File: config.mk
export PLATFORM = sky130hd
export DESIGN_NAME = nibble_serial_add_ctrl
export DESIGN_NICKNAME = d
export VERILOG_FILES = /design/src/rtl/nibble_serial_add_ctrl_pkg.sv /design/src/rtl/nibble_add4.sv /design/src/rtl/nibble_serial_add_ctrl.sv
export SDC_FILE = /design/constraint.sdc
export NUM_CORES = 1
export LEC_CHECK = 0
export BUFFER_PORTS_ARGS = -buffer_cell sky130_fd_sc_hd__buf_2
export CORE_MARGIN = 4
export CORE_UTILIZATION = 48
export DETAILED_ROUTE_END_ITERATION = 7
export PLACE_DENSITY = 0.8
export SYNTH_ARGS = -nofsm -noshare
export SYNTH_HDL_FRONTEND = slang
export SYNTH_SLANG_ARGS = --single-unit
File: constraint.sdc
create_clock -name clk -period 5 [get_ports clk]
set_clock_uncertainty 0.15 [all_clocks]
set_input_delay 0 -clock clk [delete_from_list [all_inputs] [get_ports clk]]
set_output_delay 0 -clock clk [all_outputs]
set_load 0.01 [all_outputs]
File: src/rtl/nibble_serial_add_ctrl_pkg.sv
// nibble_serial_add_ctrl_pkg: shared state encodings and nibble width for the serial adder.
package nibble_serial_add_ctrl_pkg;
   localparam int NIBBLE_W = 4;
   typedef enum logic [1:0] {
      ST_IDLE = 2'd0,
      ST_RUN  = 2'd1,
      ST_DONE = 2'd2
   } state_t;
   function automatic int idx_w(input int nib);
      return (nib > 1) ? $clog2(nib) : 1;
   endfunction
endpackage

File: src/rtl/nibble_add4.sv
// nibble_add4: combinational 4-bit add-with-carry slice.
module nibble_add4
   import nibble_serial_add_ctrl_pkg::*;
(
   input  logic [NIBBLE_W-1:0] a,
   input  logic [NIBBLE_W-1:0] b,
   input  logic                cin,
   output logic [NIBBLE_W-1:0] sum,
   output logic                cout
);
   assign {cout, sum} = {1'b0, a} + {1'b0, b} + {{NIBBLE_W{1'b0}}, cin};
endmodule

File: src/rtl/nibble_serial_add_ctrl.sv
// nibble_serial_add_ctrl: WIDTH-bit add, one nibble per cycle LSB first, valid/ready on both sides.
// Define SUBTRACT_EN to add the in_op port (1 = A-B, out_cout=1 means no borrow).
module nibble_serial_add_ctrl
   import nibble_serial_add_ctrl_pkg::*;
#(
   parameter int WIDTH = 16
) (
   input  logic             clk,
   input  logic             rst_n,
   input  logic             in_valid,
   output logic             in_ready,
   input  logic [WIDTH-1:0] in_a,
   input  logic [WIDTH-1:0] in_b,
   input  logic             in_cin,
`ifdef SUBTRACT_EN
   input  logic             in_op,
`endif
   output logic             out_valid,
   input  logic             out_ready,
   output logic [WIDTH-1:0] out_sum,
   output logic             out_cout,
   output logic             busy
);
   localparam int NIB = WIDTH / NIBBLE_W;
   localparam int IW  = idx_w(NIB);

   state_t               state_q, state_d;
   logic [WIDTH-1:0]     a_q, a_d, b_q, b_d, sum_q, sum_d;
   logic                 c_q, c_d, cout_q, cout_d;
   logic [IW-1:0]        idx_q, idx_d;
   logic                 accept, last, sub, carry_init;
   logic [NIBBLE_W-1:0]  a_nib, b_nib, s_nib;
   logic                 c_nib;

`ifdef SUBTRACT_EN
   logic op_q, op_d;
   assign sub        = op_q;
   assign carry_init = in_op ? 1'b1 : in_cin;
   assign op_d       = accept ? in_op : op_q;
   always_ff @(posedge clk or negedge rst_n)
      if (!rst_n) op_q <= 1'b0;
      else        op_q <= op_d;
`else
   assign sub        = 1'b0;
   assign carry_init = in_cin;
`endif

   assign accept = in_valid && in_ready;
   assign last   = idx_q == IW'(NIB - 1);
   // Subtract is A + ~B + 1: invert B nibbles here, the +1 enters via carry_init.
   assign a_nib  = a_q[{idx_q, 2'b00} +: NIBBLE_W];
   assign b_nib  = b_q[{idx_q, 2'b00} +: NIBBLE_W] ^ {NIBBLE_W{sub}};

   nibble_add4 u_add (
      .a    (a_nib),
      .b    (b_nib),
      .cin  (c_q),
      .sum  (s_nib),
      .cout (c_nib)
   );

   always_ff @(posedge clk or negedge rst_n) begin
      if (!rst_n) begin
         state_q <= ST_IDLE;
         a_q     <= '0;
         b_q     <= '0;
         sum_q   <= '0;
         c_q     <= 1'b0;
         cout_q  <= 1'b0;
         idx_q   <= '0;
      end else begin
         state_q <= state_d;
         a_q     <= a_d;
         b_q     <= b_d;
         sum_q   <= sum_d;
         c_q     <= c_d;
         cout_q  <= cout_d;
         idx_q   <= idx_d;
      end
   end

   always_comb begin
      state_d = ST_IDLE;
      case (state_q)
         ST_IDLE: state_d = accept ? ST_RUN : ST_IDLE;
         ST_RUN:  state_d = last ? ST_DONE : ST_RUN;
         ST_DONE: state_d = out_ready ? ST_IDLE : ST_DONE;
         default: state_d = ST_IDLE;
      endcase
   end

   always_comb begin
      a_d    = a_q;
      b_d    = b_q;
      c_d    = c_q;
      idx_d  = idx_q;
      sum_d  = sum_q;
      cout_d = cout_q;
      if (accept) begin
         a_d   = in_a;
         b_d   = in_b;
         c_d   = carry_init;
         idx_d = '0;
      end else if (state_q == ST_RUN) begin
         sum_d[{idx_q, 2'b00} +: NIBBLE_W] = s_nib;
         c_d    = c_nib;
         idx_d  = last ? idx_q : idx_q + 1'b1;
         cout_d = last ? c_nib : cout_q;
      end
   end

   // in_ready is gated by rst_n so it reads 0 throughout reset.
   always_comb begin
      in_ready  = rst_n && (state_q == ST_IDLE);
      out_valid = state_q == ST_DONE;
      busy      = (state_q == ST_RUN) || (state_q == ST_DONE);
      out_sum   = sum_q;
      out_cout  = cout_q;
   end
endmodule
==> summary.txt <==
Critical path
  • Crit path max fanout: 17
  • Crit. End Element: flip-flop
  • Worst Setup Path Type: reg -> reg
  • CP peak stage delay: 0.86 ns
  • Cell family with most CP delay: adder cells
  • CP max-delay cell: dfrtp_1
  • Crit start category: flip-flop
  • Arr. time, crit path: 3.19 ns
  • Worst R2R Setup Slack: 1.85 ns
  • Critical Path RT: 5.03 ns
  • Worst Path Buf+Inv: 0
  • Most repeated library cell on the critical path: fa_1
  • CP Cell Sequence: mux4_2 > fa_1 > fa_1 > a21o_1 > a211oi_1 > o21ai_0

Clock tree
  • Clock Sinks: 54
  • Worst-skew pair later-pin latency: 0.30 ns
  • PostCTS Resize Cnt: 0
  • H-tree depth: 2
  • Clock transition at the registers of the reported paths: 0.09 ns
  • Total CTS buffers: 5
  • Root buffer cell: clkbuf_8
  • Bufs on Longest Clock Path: 2
  • TritonCTS clock tree: built
  • Setup repair bufs after CTS: 0
  • Hold Buf Count CTS: 35

Timing
  • Final hold violation count: 0
  • # setup viols final: 0
  • Rel. slew slack: 0.201
  • Fmax: 317 MHz
  • Final min period: 3.15 ns
  • Crit share post-route: 0.631
  • Setup TNS: 0 ns
  • WHS: 0.108 ns
  • Fin. max-slew vios: 0
  • RSZ-0062 raised after global routing: false
  • Slew @ Worst Pin: 1.20 ns

Detailed routing
  • 1st-iter DRT viols: 148
  • Drt wl/cell: 14.2 um
  • Wirelength, routed: 5810 um
  • DRC Markers: 0
  • Remaining antenna violation count: 0
  • Iteration count of the initial detailed-routing pass: 4
  • Via density: 5.07
  • Via Count: 2072

Logic synthesis
  • Syn_nets: 300
  • Post-synth top area share: 0.532
  • Cells after synthesis: 248
  • Synthesized cell area: 2540 um2
  • Syn Area/Cell: 10.2 um2
  • Area contributors post-synth: dfrtp_1 53%, nand2_1 16%, ha_1 6.4%
  • Sequential fraction of the synthesis area: 0.532
  • Leading area contributor after synthesis: dfrtp_1
  • #FFs+latches synth: 54
  • Number of library cell types mapped by synthesis: 30
  • YS warnings: 0

Floorplanning
  • Core area: 5110 um2
  • Die width: 80.7 um
  • Rows: 26
  • Top-Level Pins: 57
  • Die area: 6520 um2
  • Initial Util: 0.497
  • Die Y: 80.7 um

Cells and area
  • Fillcell total: 420
  • Synth-to-Final Area Change: 31.0%
  • Fin area: 3330 um2
  • Layout Nets: 390
  • N_diodes: 0
  • Layout cells sized above 1: 0.218

Place
  • Post-place instance area: 2880 um2
  • Final HPWL DP: 3750 um
  • Number of port buffers: 56
  • Final Wtd Congestion: 0.815

Power
  • Peak VDD IR: 344 uV
  • Power Total: 1990 uW
  • Pleak: 0.00174 uW
  • PD cells: 597 nW/um2

GRT
  • First-pass GRT wire length: 9840 um
  • Initial antenna violation count: 0
  • Total Routing Usage GR: 0.196
  • Gr ovfl total: 0
  • Vias in the first global route: 2144
  • Largest net degree at the start of global routing: 58

Status
  • Status: complete, no violations

Flow run
  • Max_cap viols: 0

Hold path
  • Min-Delay Path Class: in -> reg
path summary, 6_finish.rpt:
| check | endpoint | from | depth (start not counted) |
|---|---|---|---|
| worst min-delay path | a_q[3] | in_valid | 5 |
| max in group asynchronous | idx_q[1] | rst_n | 3 |
| worst max register to register | c_q | idx_q[0] | 6 |
| worst min register to register | a_q[10] | a_q[10] | 2 |
| min in group asynchronous | state_q[0] | rst_n | 3 |
| worst max-delay path | c_q | idx_q[0] | 6 |
cells by family after synthesis:
logic type | count (synthesis) | synth area share
simple gates | 126 | 0.205
mux | 8 | 0.0724
xor+xnor | 2 | 0.00690
fa+ha+maj | 15 | 0.0798
buf+inv | 15 | 0.0232
compound gates | 28 | 0.0808
flops | 54 | 0.532
report_power, final:
part	switching, uW	internal, uW	leakage [uW]
sequential	147	632	0.000692
combinational	524	430	0.00101
clock	141	112	0.0000472
worst min-delay path, delay by kind of cell:
kind	cells	cell delay [ns]
simple gates	3	0.21
buf+inv	2	0.32
cells in the mapped netlist (all sizes together):
library cell / number
nor2b: 1
nor2: 3
mux4: 8
and3b: 2
buf: 2
a211oi: 1
xor2: 1
nor4: 1
a21oi: 4
a21o: 1
o31ai: 5
inv: 5
or4: 1
and3: 3
nand3: 4
xnor2: 1
fa: 2
clkbuf: 8
nand2: 107
ha: 13
and2: 1
nor4b: 1
a22o: 12
or4b: 1
nand2b: 1
o21ai: 4
dfrtp: 54
a21boi: 1
layout make-up:
type                       instances  area (um2)  share of cell area
sequential                        54        1350               0.406
inverter                           5        18.8             0.00564
tap                               70        87.6              0.0263
multi-input combinational        179        1130               0.339
clock buffer                       6        82.6              0.0248
clock inverter                     2        12.5             0.00376
timing repair buffer              93         646               0.194
through the flow:
| stage | util | instances | setup WS, ns |
|---|---|---|---|
| after CTS | 0.652 | 409 | 1.81 |
| after detailed placement | 0.564 | 366 | 1.81 |
| after floorplan | - | 248 | 2.12 |
| after global routing | 0.652 | 409 | 1.66 |
| final | 0.652 | 409 | 1.85 |
| after global placement | 0.564 | 366 | 1.93 |
layout by cell type, fill, tap and decap left out, types with 5 or more instances in the layout:
cell	Yosys	final
dlygate4sd3_1	0	35
dfrtp_1	54	54
nand2_1	107	107
ha_1	13	13
a22o_1	12	12
o31ai_1	5	5
clkbuf_8	0	6
buf_2	2	56
mux4_2	7	7
state kept, by name, summed over array words and instances, names as in the netlist:
name / count
idx_q: 2
c_q: 1
a_q: 16
b_q: 16
out_sum: 16
state_q: 2
out_cout: 1
metal layers:
layer,track usage,up-vias,share of wire
met3,0.0299,13,0.053
met1,0.246,985,0.42
li1,-,1010,-
met5,0,-,0
met2,0.341,64,0.51
met4,0.0760,0,0.020
Note: power is estimated with default switching activity, not from simulation.
